## src/rtl/alu19_issue_stage.sv

```systemverilog
`default_nettype none
// ============================================================================
//  Module   : alu19_issue_stage
//  Purpose  : Issue stage in front of a 19-bit combinational ALU. Buffers
//             commands in a small FIFO, holds ALU operands stable for the
//             opcode's latency, captures the result and flags, and presents
//             them downstream over a valid/ready handshake.
//  Revision : 1.0 - initial release
// ============================================================================
module alu19_issue_stage #(
    parameter int DEPTH   = 4,
    parameter int DIV_LAT = 4
) (
    input  logic        clk,
    input  logic        rst_n,
    input  logic        in_valid,
    output logic        in_ready,
    input  logic [4:0]  in_opcode,
    input  logic [18:0] in_a,
    input  logic [18:0] in_b,
    output logic [18:0] alu_a,
    output logic [18:0] alu_b,
    output logic [4:0]  alu_opcode,
    input  logic [18:0] alu_result,
    output logic        out_valid,
    input  logic        out_ready,
    output logic [18:0] out_result,
    output logic [4:0]  out_opcode,
    output logic        out_zero,
    output logic        out_div0,
    output logic        out_illegal
);

    localparam int         PTR_W   = $clog2(DEPTH);
    localparam int         CNT_W   = PTR_W + 1;
    localparam int         WCNT_W  = $clog2(DIV_LAT + 1);
    localparam int         ENTRY_W = 5 + 19 + 19;
    localparam logic [4:0] OP_DIV  = 5'b00011;

    typedef enum logic [1:0] {
        IDLE = 2'd0,
        EXEC = 2'd1,
        WAIT = 2'd2,
        HOLD = 2'd3
    } state_t;

    state_t               state_q, state_d;
    logic [PTR_W-1:0]     wr_ptr_q, wr_ptr_d;
    logic [PTR_W-1:0]     rd_ptr_q, rd_ptr_d;
    logic [CNT_W-1:0]     count_q, count_d;
    logic [ENTRY_W-1:0]   mem_q [DEPTH];
    logic [ENTRY_W-1:0]   mem_d [DEPTH];
    logic [WCNT_W-1:0]    wcnt_q, wcnt_d;
    logic [18:0]          alu_a_q, alu_a_d;
    logic [18:0]          alu_b_q, alu_b_d;
    logic [4:0]           alu_opcode_q, alu_opcode_d;
    logic [18:0]          out_result_q, out_result_d;
    logic [4:0]           out_opcode_q, out_opcode_d;
    logic                 out_zero_q, out_zero_d;
    logic                 out_div0_q, out_div0_d;
    logic                 out_illegal_q, out_illegal_d;

    logic                 w_push;
    logic                 w_pop;
    logic                 w_capture;
    logic                 w_empty;
    logic [ENTRY_W-1:0]   w_head;
    logic                 w_is_div;
    logic                 w_illegal;
    logic                 w_div0;
    logic [18:0]          w_cap_result;

    // Handshake and opcode decode; in_ready depends on occupancy only, so a
    // pop on the same edge never makes room for a push into a full FIFO.
    always_comb begin
        in_ready  = (count_q != CNT_W'(DEPTH));
        w_push    = in_valid && in_ready;
        w_empty   = (count_q == '0);
        w_head    = mem_q[rd_ptr_q];
        w_is_div  = (alu_opcode_q == OP_DIV);
        w_illegal = !((alu_opcode_q <= 5'b01110) ||
                      ((alu_opcode_q >= 5'b10001) && (alu_opcode_q <= 5'b10011)));
        w_div0    = w_is_div && (alu_b_q == '0);
        if (w_div0) begin
            w_cap_result = 19'h7FFFF;
        end else if (w_illegal) begin
            w_cap_result = '0;
        end else begin
            w_cap_result = alu_result;
        end
    end

    // Sequencer: pop into the ALU operand registers, wait out the divide
    // latency, capture, then hold until the result is taken downstream.
    always_comb begin
        state_d   = state_q;
        wcnt_d    = wcnt_q;
        w_pop     = 1'b0;
        w_capture = 1'b0;
        case (state_q)
            IDLE: begin
                if (!w_empty) begin
                    w_pop   = 1'b1;
                    state_d = EXEC;
                end
            end
            EXEC: begin
                if (!w_is_div || (DIV_LAT == 1)) begin
                    w_capture = 1'b1;
                    state_d   = HOLD;
                end else begin
                    wcnt_d  = WCNT_W'(DIV_LAT - 2);
                    state_d = WAIT;
                end
            end
            WAIT: begin
                if (wcnt_q == '0) begin
                    w_capture = 1'b1;
                    state_d   = HOLD;
                end else begin
                    wcnt_d = wcnt_q - WCNT_W'(1);
                end
            end
            HOLD: begin
                if (out_ready) begin
                    if (!w_empty) begin
                        w_pop   = 1'b1;
                        state_d = EXEC;
                    end else begin
                        state_d = IDLE;
                    end
                end
            end
            default: state_d = IDLE;
        endcase
    end

    // FIFO storage, pointers and occupancy; pointers wrap naturally since
    // DEPTH is a power of two.
    always_comb begin
        mem_d    = mem_q;
        wr_ptr_d = wr_ptr_q;
        rd_ptr_d = rd_ptr_q;
        count_d  = count_q;
        if (w_push) begin
            mem_d[wr_ptr_q] = {in_opcode, in_a, in_b};
            wr_ptr_d        = wr_ptr_q + PTR_W'(1);
        end
        if (w_pop) begin
            rd_ptr_d = rd_ptr_q + PTR_W'(1);
        end
        case ({w_push, w_pop})
            2'b10:   count_d = count_q + CNT_W'(1);
            2'b01:   count_d = count_q - CNT_W'(1);
            default: count_d = count_q;
        endcase
    end

    // Operand registers load only on a pop; output registers only on capture.
    always_comb begin
        alu_a_d       = alu_a_q;
        alu_b_d       = alu_b_q;
        alu_opcode_d  = alu_opcode_q;
        out_result_d  = out_result_q;
        out_opcode_d  = out_opcode_q;
        out_zero_d    = out_zero_q;
        out_div0_d    = out_div0_q;
        out_illegal_d = out_illegal_q;
        if (w_pop) begin
            alu_opcode_d = w_head[42:38];
            alu_a_d      = w_head[37:19];
            alu_b_d      = w_head[18:0];
        end
        if (w_capture) begin
            out_result_d  = w_cap_result;
            out_opcode_d  = alu_opcode_q;
            out_zero_d    = (w_cap_result == '0);
            out_div0_d    = w_div0;
            out_illegal_d = w_illegal;
        end
    end

    // State register; reset discards queued and in-flight commands.
    always_ff @(posedge clk or negedge rst_n) begin
        if (!rst_n) begin
            state_q       <= IDLE;
            wr_ptr_q      <= '0;
            rd_ptr_q      <= '0;
            count_q       <= '0;
            wcnt_q        <= '0;
            alu_a_q       <= '0;
            alu_b_q       <= '0;
            alu_opcode_q  <= '0;
            out_result_q  <= '0;
            out_opcode_q  <= '0;
            out_zero_q    <= 1'b0;
            out_div0_q    <= 1'b0;
            out_illegal_q <= 1'b0;
            for (int i = 0; i < DEPTH; i++) begin
                mem_q[i] <= '0;
            end
        end else begin
            state_q       <= state_d;
            wr_ptr_q      <= wr_ptr_d;
            rd_ptr_q      <= rd_ptr_d;
            count_q       <= count_d;
            wcnt_q        <= wcnt_d;
            alu_a_q       <= alu_a_d;
            alu_b_q       <= alu_b_d;
            alu_opcode_q  <= alu_opcode_d;
            out_result_q  <= out_result_d;
            out_opcode_q  <= out_opcode_d;
            out_zero_q    <= out_zero_d;
            out_div0_q    <= out_div0_d;
            out_illegal_q <= out_illegal_d;
            mem_q         <= mem_d;
        end
    end

    assign alu_a       = alu_a_q;
    assign alu_b       = alu_b_q;
    assign alu_opcode  = alu_opcode_q;
    assign out_valid   = (state_q == HOLD);
    assign out_result  = out_result_q;
    assign out_opcode  = out_opcode_q;
    assign out_zero    = out_zero_q;
    assign out_div0    = out_div0_q;
    assign out_illegal = out_illegal_q;

endmodule
`default_nettype wire

```

## config.mk

```make
export PLATFORM = sky130hd
export DESIGN_NAME = alu19_issue_stage
export DESIGN_NICKNAME = d
export VERILOG_FILES = /design/src/rtl/alu19_issue_stage.sv
export SDC_FILE = /design/constraint.sdc
export NUM_CORES = 1
export LEC_CHECK = 0
export CORE_MARGIN = 4
export CORE_UTILIZATION = 60
export CTS_CLUSTER_SIZE = 12
export DETAILED_ROUTE_END_ITERATION = 8
export PLACE_DENSITY = 0.88
export SKIP_CTS_REPAIR_TIMING = 1
export SYNTH_ARGS = -nofsm -noshare
export SYNTH_HDL_FRONTEND = slang
export SYNTH_SLANG_ARGS = --single-unit
```

## constraint.sdc

```tcl
create_clock -name clk -period 5.5 [get_ports clk]
set_input_delay 0.825 -clock clk [delete_from_list [all_inputs] [get_ports clk]]
set_output_delay 0.825 -clock clk [all_outputs]
set_load 0.02 [all_outputs]
```

==> flow_metrics.py, run 1 <==
metrics = {
    "status": {
        "status": "complete, no violations",
    },
    "cts": {
        "clock_latency_ns": 0.52,
        "tritoncts_num_sinks": 254,
        "htree_levels": 1,
        "path_clk_slew_ns": 0.06,
        "cts_tree": "built",
        "cts-root-buf": "clkbuf_16",
        "clockBufferDepth": 3,
        "numCtsBuffers": 26,
    },
    "route": {
        "drc": 0,
        "first_pass_iters": 4,
        "antenna_left": 0,
        "drt-initial-drc-count": 239,
        "num_vias": 6387,
        "wl_per_cell_um": 21.92,
        "wl_um": 23310,
        "via_per_inst": 6.008,
    },
    "timing": {
        "finalCritPeriodShare_pct": 53.77,
        "slew_viol_final": 0,
        "fin_hold_ws_ns": 0.3712,
        "rsz0062_at_grt": "false",
        "period_needed_ns": 2.957,
        "fin_ws_ns": 2.543,
        "tns_ns": 0,
        "timing.fmax_mhz": 338.2,
        "slew_headroom_pct": 20.09,
        "finalSetupViolCount": 0,
        "worstMarginPinSlew_ns": 1.199,
        "hold_violations": 0,
        "skew_ns": 0.008086,
    },
    "run": {
        "cap_violations": 0,
    },
    "setup_path": {
        "critPathRequiredTime_ns": 5.94,
        "path_class": "reg -> reg",
        "end_kind": "flip-flop",
        "crit_path_max_fanout": 47,
        "crit_arrival_ns": 3.40,
        "startpoint_type": "flip-flop",
    },
    "place": {
        "place_congestion": 0.7977,
        "port_buffers": 137,
        "dpl_worst_slack_ns": 2.035,
        "hpwl_um": 14800,
    },
    "floorplanning": {
        "fp.coreArea_um2": 18090,
        "die_y_um": 144.0,
        "fp-row-count": 49,
        "io_pins": 138,
        "chipWidth_um": 144.0,
        "start_util_pct": 61.34,
        "dieArea_um2": 20730,
    },
    "synthesis": {
        "synth-async-reset-ratio_pct": 100.0,
        "synthCells": 689,
        "avgSynthCellArea_um2": 16.10,
        "ys.flop_type": "dfrtp_1",
        "yosysSeqAreaShare_pct": 57.30,
        "yosysWarnings": 0,
        "ys_ff_latch": 254,
        "synth_edf_count": 0,
        "syn-num-nets": 768,
        "syn_area_um2": 11090,
        "synth.distinct_cells": 46,
    },
    "power_and_ir_drop": {
        "ir_drop_uv": 357.9,
        "leakage_nw": 5.599,
        "power_density_nw_per_um2": 666.6,
    },
    "layout": {
        "fin_nets": 899,
        "syn2layout_area_growth_pct": 19.70,
        "layout-drive-gt1-share_pct": 36.21,
        "antenna_cells": 0,
    },
    "global_route": {
        "grt_max_degree": 133,
        "grt_pass1_vias": 7131,
        "grt_usage_pct": 22.82,
        "antenna_found_initial": 0,
        "grt_pass1_wl_um": 37290,
        "gr-total-overflow": 0,
    },
    "hold_path": {
        "holdCritPathClass": "in -> async",
    },
}
==> report_power, final <==
part           internal, W  switching, W
combinational      0.00217       0.00153
clock             0.000943      0.000665
sequential         0.00284      0.000706
==> metrics by stage <==
stage | area [um^2] | utilization (%) | total power [W] | std cells
after global routing | 13280 | 73.42 | 0.009353 | 1063
after floorplan | 11090 | - | 0.006082 | 689
after global placement | 12500 | 69.14 | 0.006986 | 1021
final | 13280 | 73.42 | 0.008852 | 1063
after CTS | 13280 | 73.42 | 0.008940 | 1063
after detailed placement | 12500 | 69.14 | 0.007289 | 1021
==> layer usage <==
layer,GRT usage [%],routed length (um)
met1,27.95,9137
met2,42.31,12570
met3,3.472,989
met4,6.095,609
met5,0,0
==> registers in the layout, summed over array words and instances, names as in the netlist <==
| name | cells |
|---|---|
| out_zero | 1 |
| wr_ptr_q | 2 |
| alu_opcode | 5 |
| state_q | 2 |
| out_illegal | 1 |
| out_result | 19 |
| rd_ptr_q | 2 |
| alu_a | 19 |
| alu_b | 19 |
| count_q | 3 |
| wcnt_q | 3 |
| out_opcode | 5 |
| mem_q | 172 |
| out_div0 | 1 |
==> worst paths after layout <==
check	start	endpoint	slack (ns)	cells after the start
max	state_q[0]$_DFFE_PN0P_	count_q[2]$_DFFE_PN0P_	2.54	10
min	rst_n	out_result[3]$_DFFE_PN0P_	0.37	1
max reg2reg	state_q[0]$_DFFE_PN0P_	count_q[2]$_DFFE_PN0P_	2.54	10
min reg2reg	mem_q[81]$_DFFE_PN0P_	mem_q[81]$_DFFE_PN0P_	0.50	1
max in group asynchronous	rst_n	out_result[18]$_DFFE_PN0P_	3.85	2
min in group clk	mem_q[81]$_DFFE_PN0P_	mem_q[81]$_DFFE_PN0P_	0.50	1
==> cell usage in the layout (no fill, tap or decap), types with 2 or more instances in the layout <==
cell             synthesis  layout
a22oi_1                  2       2
and2_1                  19      19
buf_4                    6       3
clkbuf_1                 5       9
clkbuf_16                0      27
clkbuf_8                 0       4
clkdlybuf4s50_1          0     136
clkinv_2                 0       2
dfrtp_1                254     252
ha_1                    12      12
inv_1                   16      16
mux2_1                  13      13
mux2_2                 207     207
mux4_2                  43      43
nand2_1                  9       9
nand2_4                  4       4
nand2b_1                 2       2
nand4_1                  2       2
nor2_1                   3       3
nor3_1                   3       2
nor4_1                   8       8
o21ai_0                  6       6
o221ai_1                 2       2
o22a_1                  19      19
xnor2_1                  3       3
xor2_1                   3       3
==> synth_stat cells (2+ instances only) <==
library cell,number,area (um^2)
and2_1,19,118.9
nor2_1,3,11.26
o22a_1,19,166.4
buf_4,6,45.04
ha_1,12,150.1
xor2_1,3,26.28
xnor2_1,3,26.28
o21ai_0,6,30.03
dfrtp_1,254,6356
o221ai_1,2,17.52
clkbuf_1,5,18.77
buf_6,17,191.4
inv_1,16,60.06
buf_2,9,45.04
nand2b_1,2,12.51
mux4_2,43,968.4
nor4_1,8,50.05
nand2_1,9,33.78
mux2_1,13,146.4
a22oi_1,2,15.01
nand4_1,2,12.51
nor3_1,3,15.01
mux2_2,207,2331
nand2_4,4,45.04
==> kinds of logic after synthesis <==
logic type                 share of synthesized area, %
muxes                                             31.15
buffers and inverters                             3.282
xor gates and xnor gates                         0.4738
DFF                                               57.30
AOI/OAI and AO/OA                                 3.147
and+or+nand+nor                                   3.113
adders and majority gates                         1.534
==> worst max-delay path, stage by stage (launching register included) <==
cell	delay (ns)
dfrtp_1	0.38
inv_1	0.10
ha_1	0.40
nor3_2	0.21
buf_4	0.60
ha_1	0.31
inv_1	0.07
fa_1	0.38
xor2_1	0.15
nor2_1	0.13
xor2_1	0.15
==> area by class of cell <==
cell class / instances / area [um^2]
inverters: 16 / 60.06
flip-flops and latches: 254 / 6361
multi-input cells: 381 / 4378
clock buffers: 40 / 764.5
clock inverters: 2 / 10.01
well taps: 229 / 286.5
repair buffers: 141 / 1419
fillers: 1076 / 4807
(Power assumes the default switching activity.)
==> run 2, diff against run 1 <==
--- a/config.mk
+++ b/config.mk
@@ -6,10 +6,10 @@
 export NUM_CORES = 1
 export LEC_CHECK = 0
 export CORE_MARGIN = 4
-export CORE_UTILIZATION = 60
+export CORE_UTILIZATION = 56
 export CTS_CLUSTER_SIZE = 12
 export DETAILED_ROUTE_END_ITERATION = 8
-export PLACE_DENSITY = 0.88
+export PLACE_DENSITY = 0.83
 export SKIP_CTS_REPAIR_TIMING = 1
 export SYNTH_ARGS = -nofsm -noshare
 export SYNTH_HDL_FRONTEND = slang
==> constraint.sdc (replaced) <==
create_clock -name clk -period 2.9 [get_ports clk]
set_input_delay 0.435 -clock clk [delete_from_list [all_inputs] [get_ports clk]]
set_output_delay 0.435 -clock clk [all_outputs]
set_load 0.02 [all_outputs]
==> run 2 against run 1 <==
- highest routed layer unchanged
- the flow now finishes with violations (negative hold slack)
- flip-flop and latch count is the same
- via count decreased by 0.33%
- core utilization shrank 3.9 points
==> flow_metrics.py, run 2 (synthesized netlist as in run 1, its figures left out) <==
metrics = {
    "status": {
        "violations": "negative hold slack",
        "status": "finished, violations left",
    },
    "global_route": {
        "grt-busiest-layer": "met2",
        "grt_pass1_wl_um": 39080,
        "met1_usage_pct": 27.96,
        "antenna_found_initial": 0,
        "grt_usage_pct": 22.03,
        "grt_max_degree": 105,
        "gr-total-overflow": 0,
        "grt_pass1_vias": 7378,
        "grtUsageMet3_pct": 3.099,
        "met2_usage_pct": 40.17,
    },
    "route": {
        "drc": 0,
        "via_per_inst": 5.725,
        "num_vias": 6366,
        "drt-initial-drc-count": 301,
        "wl_per_cell_um": 21.14,
        "first_pass_iters": 4,
        "wl_um": 23500,
        "antenna_left": 0,
    },
    "setup_path": {
        "r2r_end": "count_q[2]$_DFFE_PN0P_",
        "reg2reg_depth": 9,
        "crit_arrival_ns": 2.82,
        "critPathRequiredTime_ns": 3.34,
        "crit_path_max_fanout": 6,
        "end_kind": "flip-flop",
        "r2r_start": "state_q[1]$_DFFE_PN0P_",
        "r2r_setup_slack_ns": 0.52,
        "startpoint_type": "flip-flop",
        "path_class": "reg -> reg",
    },
    "layout": {
        "finalNonFillerCells": 1112,
        "fin_area_um2": 13520,
        "fin_nets": 913,
        "syn2layout_area_growth_pct": 21.90,
        "final_common_cell": "dfrtp_1",
        "nFillCells": 1283,
        "top_register": "mem_q",
        "layout-drive-gt1-share_pct": 37.78,
        "final_cell_mix": "dfrtp_1, mux2_2, clkdlybuf4s50_1, mux4_2, clkbuf_16",
        "antenna_cells": 0,
        "largest_reg_flops": 172,
    },
    "cts": {
        "clockBufferDepth": 3,
        "htree_levels": 1,
        "path_clk_slew_ns": 0.06,
        "numCtsBuffers": 27,
        "clock_latency_ns": 0.52,
        "tritoncts_num_sinks": 254,
        "cts-root-buf": "clkbuf_16",
        "cts_tree": "built",
    },
    "power_and_ir_drop": {
        "ir_drop_uv": 659.8,
        "leakage_nw": 5.705,
        "power_density_nw_per_um2": 1263,
    },
    "place": {
        "place_inst": 1070,
        "hpwl_um": 15480,
        "dpl_cell_area_um2": 12700,
        "dpl_worst_slack_ns": 0.3926,
        "place_congestion": 0.8033,
        "port_buffers": 137,
    },
    "timing": {
        "finalCritPeriodShare_pct": 82.19,
        "skew_ns": 0.01797,
        "worstMarginPinSlew_ns": 0.8004,
        "fin_ws_ns": 0.5166,
        "fin_hold_ws_ns": -0.06042,
        "timing.fmax_mhz": 419.6,
        "period_needed_ns": 2.383,
        "hold_violations": 18,
        "tns_ns": 0,
        "slew_headroom_pct": 46.64,
        "finalSetupViolCount": 0,
        "rsz0062_at_grt": "false",
        "slew_viol_final": 0,
    },
    "floorplanning": {
        "io_pins": 138,
        "dieArea_um2": 22130,
        "die_y_um": 148.7,
        "fp.coreArea_um2": 19460,
        "fp-row-count": 51,
        "chipWidth_um": 148.7,
        "start_util_pct": 57.00,
    },
    "run": {
        "cap_violations": 0,
    },
    "hold_path": {
        "holdCritPathClass": "in -> async",
    },
}
==> run 2: critical path, stage by stage, from the launching register on <==
cell and delay [ns]:
dfrtp_1 0.39, inv_1 0.11, ha_1 0.37, nor3_2 0.31, ha_1 0.25, inv_1 0.06, fa_1 0.38, xor2_1 0.16
nor2_1 0.11, xor2_1 0.17
==> run 2: metal layers <==
metal | part of all wire, % | up-vias | routed length (um)
li1 | - | 2829 | -
met1 | 41 | 3359 | 9675
met2 | 53 | 146 | 12390
met3 | 4.2 | 32 | 977
met4 | 1.9 | 0 | 458
met5 | 0 | - | 0
==> run 2: layout make-up <==
class / instances / area [um^2] / share of cell area [%]
timing repair buffer: 154 / 1567 / 11.58
multi-input combinational: 381 / 4378 / 32.37
tap: 265 / 331.6 / 2.452
clock buffer: 37 / 773.2 / 5.718
clock inverter: 5 / 52.55 / 0.3886
inverter: 16 / 60.06 / 0.4441
sequential: 254 / 6361 / 47.04
==> run 2: how the worst max path moves through the flow <==
stage / cells after the start / endpoint / slack, ns / start
after floorplan: 11 / count_q[2]$_DFFE_PN0P_ / 0.45 / state_q[0]$_DFFE_PN0P_
after global placement: 9 / count_q[2]$_DFFE_PN0P_ / 0.48 / out_ready
after detailed placement: 9 / count_q[2]$_DFFE_PN0P_ / 0.39 / out_ready
after CTS: 9 / count_q[2]$_DFFE_PN0P_ / 0.51 / state_q[0]$_DFFE_PN0P_
after global routing: 9 / count_q[2]$_DFFE_PN0P_ / 0.37 / state_q[0]$_DFFE_PN0P_
final: 9 / count_q[2]$_DFFE_PN0P_ / 0.52 / state_q[1]$_DFFE_PN0P_
==> run 2: metrics by stage <==
stage	utilization (%)	total power, W	hold WS, ns
6_report	69.48	0.01708	-0.06042
5_1_grt	69.48	0.01806	0.01602
4_1_cts	69.48	0.01725	-0.004623
3_5_place_dp	65.24	0.01397	0.4804
3_3_place_gp	65.24	0.01345	0.4678
2_1_floorplan	-	0.01154	0.1394
==> run 2: where the power goes <==
group	total, W	switching [W]	internal (W)
clock network	0.00321	0.00128	0.00192
logic	0.00733	0.00310	0.00423
registers	0.00654	0.00114	0.00540
==> run 3, diff against run 2 <==
--- a/config.mk
+++ b/config.mk
@@ -6,10 +6,10 @@
 export NUM_CORES = 1
 export LEC_CHECK = 0
 export CORE_MARGIN = 4
-export CORE_UTILIZATION = 56
+export CORE_UTILIZATION = 50
 export CTS_CLUSTER_SIZE = 12
 export DETAILED_ROUTE_END_ITERATION = 8
-export PLACE_DENSITY = 0.83
+export PLACE_DENSITY = 0.79
 export SKIP_CTS_REPAIR_TIMING = 1
 export SYNTH_ARGS = -nofsm -noshare
 export SYNTH_HDL_FRONTEND = slang
==> constraint.sdc (replaced) <==
create_clock -name clk -period 2.05 [get_ports clk]
set_input_delay 0.3075 -clock clk [delete_from_list [all_inputs] [get_ports clk]]
set_output_delay 0.3075 -clock clk [all_outputs]
set_load 0.02 [all_outputs]
==> run 3 against run 2 <==
- via count is 3.2% higher
- first-iteration DRC count stayed put
- largest power group unchanged
- critical endpoint unchanged
- register-to-register slack worse by 0.46 ns
- clock skew is 0.0054 ns lower
- the run now ends clean
==> flow_metrics.py, run 3 (synthesized netlist as in run 1, its figures left out) <==
metrics = {
    "status": {
        "status": "complete, no violations",
    },
    "power_and_ir_drop": {
        "clockPowerShare_pct": 19.2,
        "p_switching_w": 0.008126,
        "power_density_nw_per_um2": 1799,
        "p_int_w": 0.01709,
        "sw_frac_of_total_pct": 32.22,
        "power_frac_comb_pct": 44.4,
        "power_frac_seq_pct": 36.4,
        "ir_drop_uv": 906.2,
        "leakage_nw": 5.942,
    },
    "floorplanning": {
        "start_util_pct": 50.83,
        "fp-row-count": 54,
        "dieArea_um2": 24630,
        "die_y_um": 157.0,
        "chipWidth_um": 157.0,
        "fp.coreArea_um2": 21820,
        "io_pins": 138,
    },
    "cts": {
        "clockBufferDepth": 3,
        "path_clk_slew_ns": 0.06,
        "numCtsBuffers": 28,
        "tritoncts_num_sinks": 254,
        "cts-root-buf": "clkbuf_16",
        "htree_levels": 1,
        "cts_tree": "built",
        "clock_latency_ns": 0.52,
    },
    "place": {
        "port_buffers": 137,
        "place_congestion": 0.8933,
        "dpl_worst_slack_ns": -0.1266,
        "hpwl_um": 16490,
    },
    "route": {
        "wl_per_cell_um": 21.15,
        "antenna_left": 0,
        "drc": 0,
        "drt-initial-drc-count": 301,
        "num_vias": 6570,
        "first_pass_iters": 4,
        "via_per_inst": 5.683,
        "wl_um": 24460,
    },
    "setup_path": {
        "startpoint_type": "flip-flop",
        "path_class": "reg -> reg",
        "critPathRequiredTime_ns": 2.49,
        "crit_arrival_ns": 2.43,
        "crit_path_max_fanout": 6,
        "end_kind": "flip-flop",
    },
    "timing": {
        "timing.fmax_mhz": 502.7,
        "period_needed_ns": 1.989,
        "slew_viol_final": 0,
        "worstMarginPinSlew_ns": 0.5339,
        "slew_headroom_pct": 64.41,
        "finalCritPeriodShare_pct": 97.03,
        "finalSetupViolCount": 0,
        "skew_ns": 0.01254,
        "rsz0062_at_grt": "true",
        "fin_hold_ws_ns": 0.2930,
        "hold_violations": 0,
        "fin_ws_ns": 0.06079,
    },
    "layout": {
        "largest_reg_flops": 172,
        "top_register": "mem_q",
        "fin_nets": 936,
        "final_common_cell": "dfrtp_1",
        "final_cell_mix": "dfrtp_1, mux2_2, clkdlybuf4s50_1, mux4_2, clkbuf_16",
        "layout-drive-gt1-share_pct": 40.53,
        "antenna_cells": 0,
        "syn2layout_area_growth_pct": 26.35,
    },
    "hold_path": {
        "holdCritPathClass": "in -> async",
    },
    "global_route": {
        "grt_pass1_vias": 7557,
        "grt_max_degree": 72,
        "gr-total-overflow": 0,
        "grt_pass1_wl_um": 39560,
        "antenna_found_initial": 1,
        "grt_usage_pct": 20.00,
    },
    "run": {
        "cap_violations": 0,
    },
}
==> run 3: area by class of cell <==
class	count	area (um^2)
fill	1533	7807
sequential	254	6364
multi-input combinational	381	4424
timing repair buffer	176	1902
clock buffer	42	844.6
tap	280	350.3
clock inverter	7	66.31
inverter	16	65.06
==> run 3: worst paths after layout <==
kind,slack (ns),cells past startpoint,to,startpoint
hold / removal,0.29,2,state_q[0]$_DFFE_PN0P_,rst_n
max in group asynchronous,1.04,3,mem_q[64]$_DFFE_PN0P_,rst_n
setup / recovery,0.06,9,count_q[2]$_DFFE_PN0P_,state_q[1]$_DFFE_PN0P_
hold reg to reg,0.49,1,mem_q[88]$_DFFE_PN0P_,mem_q[88]$_DFFE_PN0P_
setup reg to reg,0.06,9,count_q[2]$_DFFE_PN0P_,state_q[1]$_DFFE_PN0P_
min in group clk,0.48,2,mem_q[146]$_DFFE_PN0P_,in_b[17]
==> run 3: per-layer routing <==
layer | wire length (um) | GRT usage, % | share of wire [%] | up-vias
li1 | - | - | - | 2893
met1 | 10090 | 25.62 | 41 | 3472
met2 | 12570 | 35.61 | 51 | 170
met3 | 1315 | 3.794 | 5.4 | 33
met4 | 475 | 4.545 | 1.9 | 2
met5 | 12 | 0 | 0.049 | -
==> run 3: power groups by stage <==
stage                     Sequential [W]  Clock [W]  Combinational (W)
after CTS                        0.00918    0.00496             0.0112
final                            0.00919    0.00485             0.0112
after global placement           0.00898          0             0.0107
after global routing             0.00947    0.00519             0.0120
after floorplan                  0.00950          0            0.00694
after detailed placement         0.00924          0             0.0112
==> run 3: critical path, stage by stage (launching register included) <==
cell,delay [ns]
dfrtp_2,0.45
inv_4,0.09
ha_4,0.23
nor3_4,0.22
ha_4,0.17
inv_2,0.03
fa_2,0.32
xor2_1,0.15
nor2_1,0.11
xor2_1,0.15
==> run 3: per-stage QoR <==
step	instances	setup TNS, ns	area (um^2)	util [%]	total power, W
final	1156	0	14020	64.22	0.02522
after global routing	1156	-0.06557	14020	64.22	0.02666
after CTS	1154	-0.1292	13960	63.97	0.02536
after detailed placement	1105	-4.057	13050	59.80	0.02040
after global placement	1105	-3.233	13050	59.80	0.01966
after floorplan	689	-0.1330	11140	-	0.01645
